===== src/rtl/flash_hps_bridge.sv =====
// flash_hps_bridge: HPS lightweight-bus bridge to the FLASH scheduler core.
// Define FLASH_TICK_STATS_EN to build the tick_count/missed_ticks status counters.
module flash_hps_bridge #(
  parameter int PID_W      = 16,
  parameter int PRI_W      = 8,
  parameter int STATE_W    = 16,
  parameter int FIFO_DEPTH = 4
) (
  input  logic               clk,
  input  logic               rst,
  input  logic               hps_req,
  input  logic               hps_read,
  input  logic [1:0]         hps_address,
  input  logic [63:0]        hps_change_data,
  output logic [63:0]        hps_readdata,
  output logic               hps_tick_irq,
  output logic               sched_req,
  input  logic               sched_grant,
  input  logic [PID_W-1:0]   next_process,
  input  logic               tick_req,
  output logic               tick_grant,
  output logic               change_req,
  input  logic               change_grant,
  output logic [7:0]         change_type,
  output logic [PID_W-1:0]   change_pid,
  output logic [PRI_W-1:0]   change_pri,
  output logic [STATE_W-1:0] change_state
);

  localparam int CHG_W = 8 + PID_W + PRI_W + STATE_W;
  localparam int AW    = $clog2(FIFO_DEPTH);
  localparam int CW    = AW + 1;

  typedef enum logic [1:0] {S_IDLE, S_REQ, S_WAIT_LOW} sched_state_t;
  typedef enum logic [1:0] {C_IDLE, C_REQ, C_WAIT_LOW} chg_state_t;
  typedef enum logic       {T_IDLE, T_ACK}             tick_state_t;

  sched_state_t s_state;
  chg_state_t   c_state;
  tick_state_t  t_state;

  logic [PID_W-1:0] result;
  logic             result_valid;
  logic             sched_drop;
  logic             change_ovf;
  logic             irq_pend;

  logic [CHG_W-1:0] mem [FIFO_DEPTH];
  logic [AW-1:0]    wr_ptr, rd_ptr;
  logic [CW-1:0]    count;
  logic [CHG_W-1:0] head;
  logic             full, push, pop;

  logic wr_sched, wr_chg, rd_result, rd_status, tick_acc;
  logic [15:0] tick_stats;
  logic [63:0] status;

  assign wr_sched  = hps_req  && (hps_address == 2'd0);
  assign wr_chg    = hps_req  && (hps_address == 2'd1);
  assign rd_result = hps_read && (hps_address == 2'd0);
  assign rd_status = hps_read && (hps_address == 2'd1);

  assign full     = (count == CW'(FIFO_DEPTH));
  assign pop      = (c_state == C_REQ) && change_grant;
  // A write into a full FIFO still lands when the head leaves on the same edge.
  assign push     = wr_chg && (!full || pop);
  assign head     = mem[rd_ptr];
  assign tick_acc = (t_state == T_IDLE) && tick_req;

  assign hps_tick_irq = irq_pend;

  generate
    if (CHG_W < 64) begin : g_pad
      logic unused_hi;
      assign unused_hi = ^hps_change_data[63:CHG_W];
    end
  endgenerate

  always_ff @(posedge clk) begin
    if (rst) begin
      s_state      <= S_IDLE;
      sched_req    <= 1'b0;
      result       <= '0;
      result_valid <= 1'b0;
      sched_drop   <= 1'b0;
    end else begin
      if (rd_result) result_valid <= 1'b0;
      if (rd_status) sched_drop   <= 1'b0;
      case (s_state)
        S_IDLE: if (wr_sched) begin
          sched_req <= 1'b1;
          s_state   <= S_REQ;
        end
        S_REQ: if (sched_grant) begin
          result       <= next_process;
          result_valid <= 1'b1;
          sched_req    <= 1'b0;
          s_state      <= S_WAIT_LOW;
        end
        S_WAIT_LOW: if (!sched_grant) s_state <= S_IDLE;
        default: s_state <= S_IDLE;
      endcase
      if (wr_sched && (s_state != S_IDLE)) sched_drop <= 1'b1;
    end
  end

  always_ff @(posedge clk) begin
    if (push) mem[wr_ptr] <= hps_change_data[CHG_W-1:0];
  end

  always_ff @(posedge clk) begin
    if (rst) begin
      c_state      <= C_IDLE;
      change_req   <= 1'b0;
      change_type  <= '0;
      change_pid   <= '0;
      change_pri   <= '0;
      change_state <= '0;
      wr_ptr       <= '0;
      rd_ptr       <= '0;
      count        <= '0;
      change_ovf   <= 1'b0;
    end else begin
      if (push) wr_ptr <= wr_ptr + AW'(1);
      if (pop)  rd_ptr <= rd_ptr + AW'(1);
      count <= count + CW'(push) - CW'(pop);
      if (rd_status) change_ovf <= 1'b0;
      if (wr_chg && full && !pop) change_ovf <= 1'b1;
      case (c_state)
        C_IDLE: if (count != '0) begin
          change_req   <= 1'b1;
          change_type  <= head[7:0];
          change_pid   <= head[8 +: PID_W];
          change_pri   <= head[8 + PID_W +: PRI_W];
          change_state <= head[8 + PID_W + PRI_W +: STATE_W];
          c_state      <= C_REQ;
        end
        C_REQ: if (change_grant) begin
          change_req <= 1'b0;
          c_state    <= C_WAIT_LOW;
        end
        C_WAIT_LOW: if (!change_grant) c_state <= C_IDLE;
        default: c_state <= C_IDLE;
      endcase
    end
  end

  always_ff @(posedge clk) begin
    if (rst) begin
      t_state    <= T_IDLE;
      tick_grant <= 1'b0;
      irq_pend   <= 1'b0;
    end else begin
      if (rd_result) irq_pend <= 1'b0;
      case (t_state)
        T_IDLE: if (tick_req) begin
          tick_grant <= 1'b1;
          irq_pend   <= 1'b1;
          t_state    <= T_ACK;
        end
        T_ACK: if (!tick_req) begin
          tick_grant <= 1'b0;
          t_state    <= T_IDLE;
        end
        default: t_state <= T_IDLE;
      endcase
    end
  end

`ifdef FLASH_TICK_STATS_EN
  logic [7:0] tick_count, missed_ticks;

  always_ff @(posedge clk) begin
    if (rst) begin
      tick_count   <= '0;
      missed_ticks <= '0;
    end else begin
      if (tick_acc) tick_count <= tick_count + 8'd1;
      // A miss counted in the same cycle as a status read survives the clear.
      if (tick_acc && irq_pend)
        missed_ticks <= rd_status ? 8'd1 :
                        (missed_ticks == 8'hFF) ? 8'hFF : missed_ticks + 8'd1;
      else if (rd_status)
        missed_ticks <= '0;
    end
  end

  assign tick_stats = {missed_ticks, tick_count};
`else
  logic unused_tick_acc;
  assign unused_tick_acc = tick_acc;
  assign tick_stats      = '0;
`endif

  always_comb begin
    status        = '0;
    status[7:0]   = 8'(count);
    status[8]     = change_ovf;
    status[9]     = sched_drop;
    status[10]    = full;
    status[11]    = (s_state != S_IDLE);
    status[31:16] = tick_stats;
  end

  always_ff @(posedge clk) begin
    if (rst) begin
      hps_readdata <= '0;
    end else if (hps_read) begin
      case (hps_address)
        2'd0:    hps_readdata <= {result_valid, {(63 - PID_W){1'b0}}, result};
        2'd1:    hps_readdata <= status;
        default: hps_readdata <= '0;
      endcase
    end
  end

endmodule

===== config.mk =====
export PLATFORM = sky130hd
export DESIGN_NAME = flash_hps_bridge
export DESIGN_NICKNAME = d
export VERILOG_FILES = /design/src/rtl/flash_hps_bridge.sv
export SDC_FILE = /design/constraint.sdc
export NUM_CORES = 1
export LEC_CHECK = 0
export CORE_UTILIZATION = 52
export DETAILED_ROUTE_END_ITERATION = 7
export PLACE_DENSITY = 0.8
export SYNTH_ARGS = -nofsm -noshare
export SYNTH_HDL_FRONTEND = slang
export SYNTH_SLANG_ARGS = --single-unit

===== constraint.sdc =====
create_clock -name clk -period 3.6 [get_ports clk]
set_clock_uncertainty 0.05 [all_clocks]
set_input_delay 0.72 -clock clk [delete_from_list [all_inputs] [get_ports clk]]
set_output_delay 0.72 -clock clk [all_outputs]
set_load 0.1 [all_outputs]

==> flow_metrics.env <==
export IMPL_cts_root_buf="clkbuf_16"
export IMPL_cts_max_level=1
export IMPL_cts_tree="built"
export IMPL_rows=52
export IMPL_ff_latch_area_um2=7772
export IMPL_crit_path_end_kind="primary output"
export IMPL_path_clk_slew_ns=0.06
export IMPL_grt_max_degree=49
export IMPL_seqPwrFrac=0.405
export IMPL_dp_cells=1046
export IMPL_io_buffers=141
export IMPL_worst_path_buf_inv=1
export IMPL_synthDistinctLibCells=40
export IMPL_critical_path_slowest_cell="clkdlybuf4s50_1"
export IMPL_worstPathArrival_ns=2.05
export IMPL_switching_share=0.3768
export IMPL_crit_type="flop to primary output"
export IMPL_max_cap_violations=0
export IMPL_use_met3=0.03875
export IMPL_coreArea_um2=20360
export IMPL_die_h_um=146.7
export IMPL_grt_pass1_wl_um=33360
export IMPL_p_comb_frac=0.323
export IMPL_power_frac_clock=0.271
export IMPL_cp_max_fo=2
export IMPL_hold_viol=0
export IMPL_die_w_um=146.7
export IMPL_power_density_nw_per_um2=759.0
export IMPL_grt_pass1_vias=6184
export IMPL_insertion_delay_ns=0.53
export IMPL_vias=5937
export IMPL_clock_fmax_mhz=354.8
export IMPL_grt_usage=0.2006
export IMPL_multi_input_area_um2=2720
export IMPL_gp_congestion=0.8078
export IMPL_synth_seq_cells=292
export IMPL_ant_nets=0
export IMPL_wl_um=21360
export IMPL_nets=903
export IMPL_die_area_um2=21520
export IMPL_cts_buffers=29
export IMPL_yosysSeqAreaShare=0.7136
export IMPL_hpwl_um=13230
export IMPL_final_cells=1099
export IMPL_rsz0062_at_grt="false"
export IMPL_yosysTopAreaCell="edfxtp_1"
export IMPL_mostFrequentLayoutCells="192 x edfxtp_1, 139 x clkdlybuf4s50_1, 98 x dfxtp_1, 48 x mux4_2, 48 x a22o_1"
export IMPL_worstMarginPinSlew_ns=1.030
export IMPL_syn_area_per_cell_um2=16.59
export IMPL_synthTopCellsByArea="edfxtp_1 53%, dfxtp_1 18%, mux4_2 9.9%, a22o_1 3.9%, buf_4 3.6%"
export IMPL_startpoint_type="flop"
export IMPL_initial_core_util=0.5345
export IMPL_worst_ir_drop_vdd_uv=325.2
export IMPL_hold_class="flop to flop"
export IMPL_synth_warnings=0
export IMPL_power_internal_mw=6.294
export IMPL_drv_slew=0
export IMPL_finalCritPeriodShare=0.7829
export IMPL_grt_antenna_before_repair=0
export IMPL_layout_commonest_cell="edfxtp_1"
export IMPL_vias_per_cell=5.402
export IMPL_use_met1=0.2529
export IMPL_antenna_cells=0
export IMPL_p_leak_nw=4.520
export IMPL_grt_use_met2=0.3555
export IMPL_cts_sinks=292
export IMPL_status="finished, final reports clean"
export IMPL_cp_top_family="buffers and inverters"
export IMPL_syn_area_um2=10890
export IMPL_drc=0
export IMPL_crit_path_max_incr_delay_ns=1.15
export IMPL_finalCriticalPeriod_ns=2.819
export IMPL_tns_ns=0
export IMPL_holdWs_ns=0.4029
export IMPL_slew_headroom=0.3110
export IMPL_drive_gt1_frac=0.1496
export IMPL_postCtsHoldBufs=0
export IMPL_cts_path_max_buffers=3
export IMPL_p_switching_mw=3.805
export IMPL_cp_cell_sequence="clkdlybuf4s50_1"
export IMPL_area_growth_pct=22.23
export IMPL_fin_util=0.6534
export IMPL_overflow=0
export IMPL_grt_busiest_layer="met2"
export IMPL_cts_setup_buffers=0
export IMPL_initialDrtViolationCount=296
export IMPL_num_io_pins=205
export IMPL_final_fill_count=1375
export IMPL_synthCells=656
export IMPL_post_cts_resized=0
export IMPL_cp_required_ns=2.83
export IMPL_synth_top_area_share=0.5297
export IMPL_setup_viol=0
export IMPL_drt_pass1_iterations=4
export IMPL_detail_route_wl_per_cell_um=19.43
==> sequential cells by signal, summed over array words and instances (netlist names), 2 cells and up <==
register / count
c_state: 2
change_pid: 16
change_pri: 8
change_state: 16
change_type: 8
count: 3
hps_readdata: 17
mem: 192
rd_ptr: 2
result: 16
s_state: 2
wr_ptr: 2
==> through the flow <==
stage	power [mW]	cell area (um2)	setup WS, ns
global route	10.45	13310	0.6869
global placement	7.358	12430	0.4437
detailed placement	7.430	12430	0.3424
CTS	10.17	13310	0.7539
finish	10.10	13310	0.7814
floorplan	6.713	11060	0.7271
==> logic make-up (layout without fill, tap and decap cells) <==
group / Yosys count / in the layout / share of synthesized area
AO/OA/AOI/OAI: 95 / 95 / 0.06207
XOR/XNOR: 5 / 5 / 0.004024
adder cells (fa/ha/maj): 7 / 7 / 0.008736
buffers and inverters: 91 / 218 / 0.05345
flip-flops: 292 / 292 / 0.7136
multiplexers: 56 / 56 / 0.1074
other: 1 / 47 / 0.0003445
AND/OR/NAND/NOR: 109 / 109 / 0.05046
==> layer usage <==
layer	part of all wire	up-vias
met5	0	-
li1	-	2693
met4	0.017	0
met1	0.40	2980
met3	0.072	27
met2	0.51	237
==> path summary, 6_finish.rpt <==
check                        start               end  slack [ns]  depth (start not counted)
setup / recovery  change_state[13]  change_state[13]        0.78                          1
hold / removal           result[1]         result[1]        0.40                          2
setup reg to reg        c_state[1]          count[2]        1.19                         11
hold reg to reg          result[1]         result[1]        0.40                          2
==> cells in the mapped netlist (all sizes together) <==
master and number:
or2 2, fa 1, xor2 3, buf 71, nor3b 3, nand4 1
and3b 1, and2 5, xnor2 2, edfxtp 192, a2bb2oi 1, nand2b 5
conb 1, nor3 5, a21oi 40, clkbuf 11, a22o 48, nand3b 4
mux2i 2, nor2 25, a31oi 2, nand4bb 1, ha 6, a22oi 1
nor2b 19, or3b 1, mux4 48, nand2 36, o21ba 1, mux2 6
o21ai 2, inv 9, nand4b 1, dfxtp 100
==> cell type report <==
class / instances / share of cell area
Clock inverter: 10 / 0.004232
Timing Repair Buffer: 156 / 0.1177
Clock buffer: 43 / 0.06150
Tap cell: 270 / 0.02539
Multi-Input combinational cell: 319 / 0.2044
Inverter: 9 / 0.002539
Sequential cell: 292 / 0.5842
==> power by group through the flow <==
stage / logic (mW) / registers (mW) / clock network (mW)
final: 3.27 / 4.09 / 2.74
after global routing: 3.38 / 4.14 / 2.93
after CTS: 3.29 / 4.10 / 2.79
after detailed placement: 3.27 / 4.16 / 0
after global placement: 3.22 / 4.14 / 0
after floorplan: 1.05 / 5.66 / 0
No activity file was read; power rests on OpenSTA's default activity.
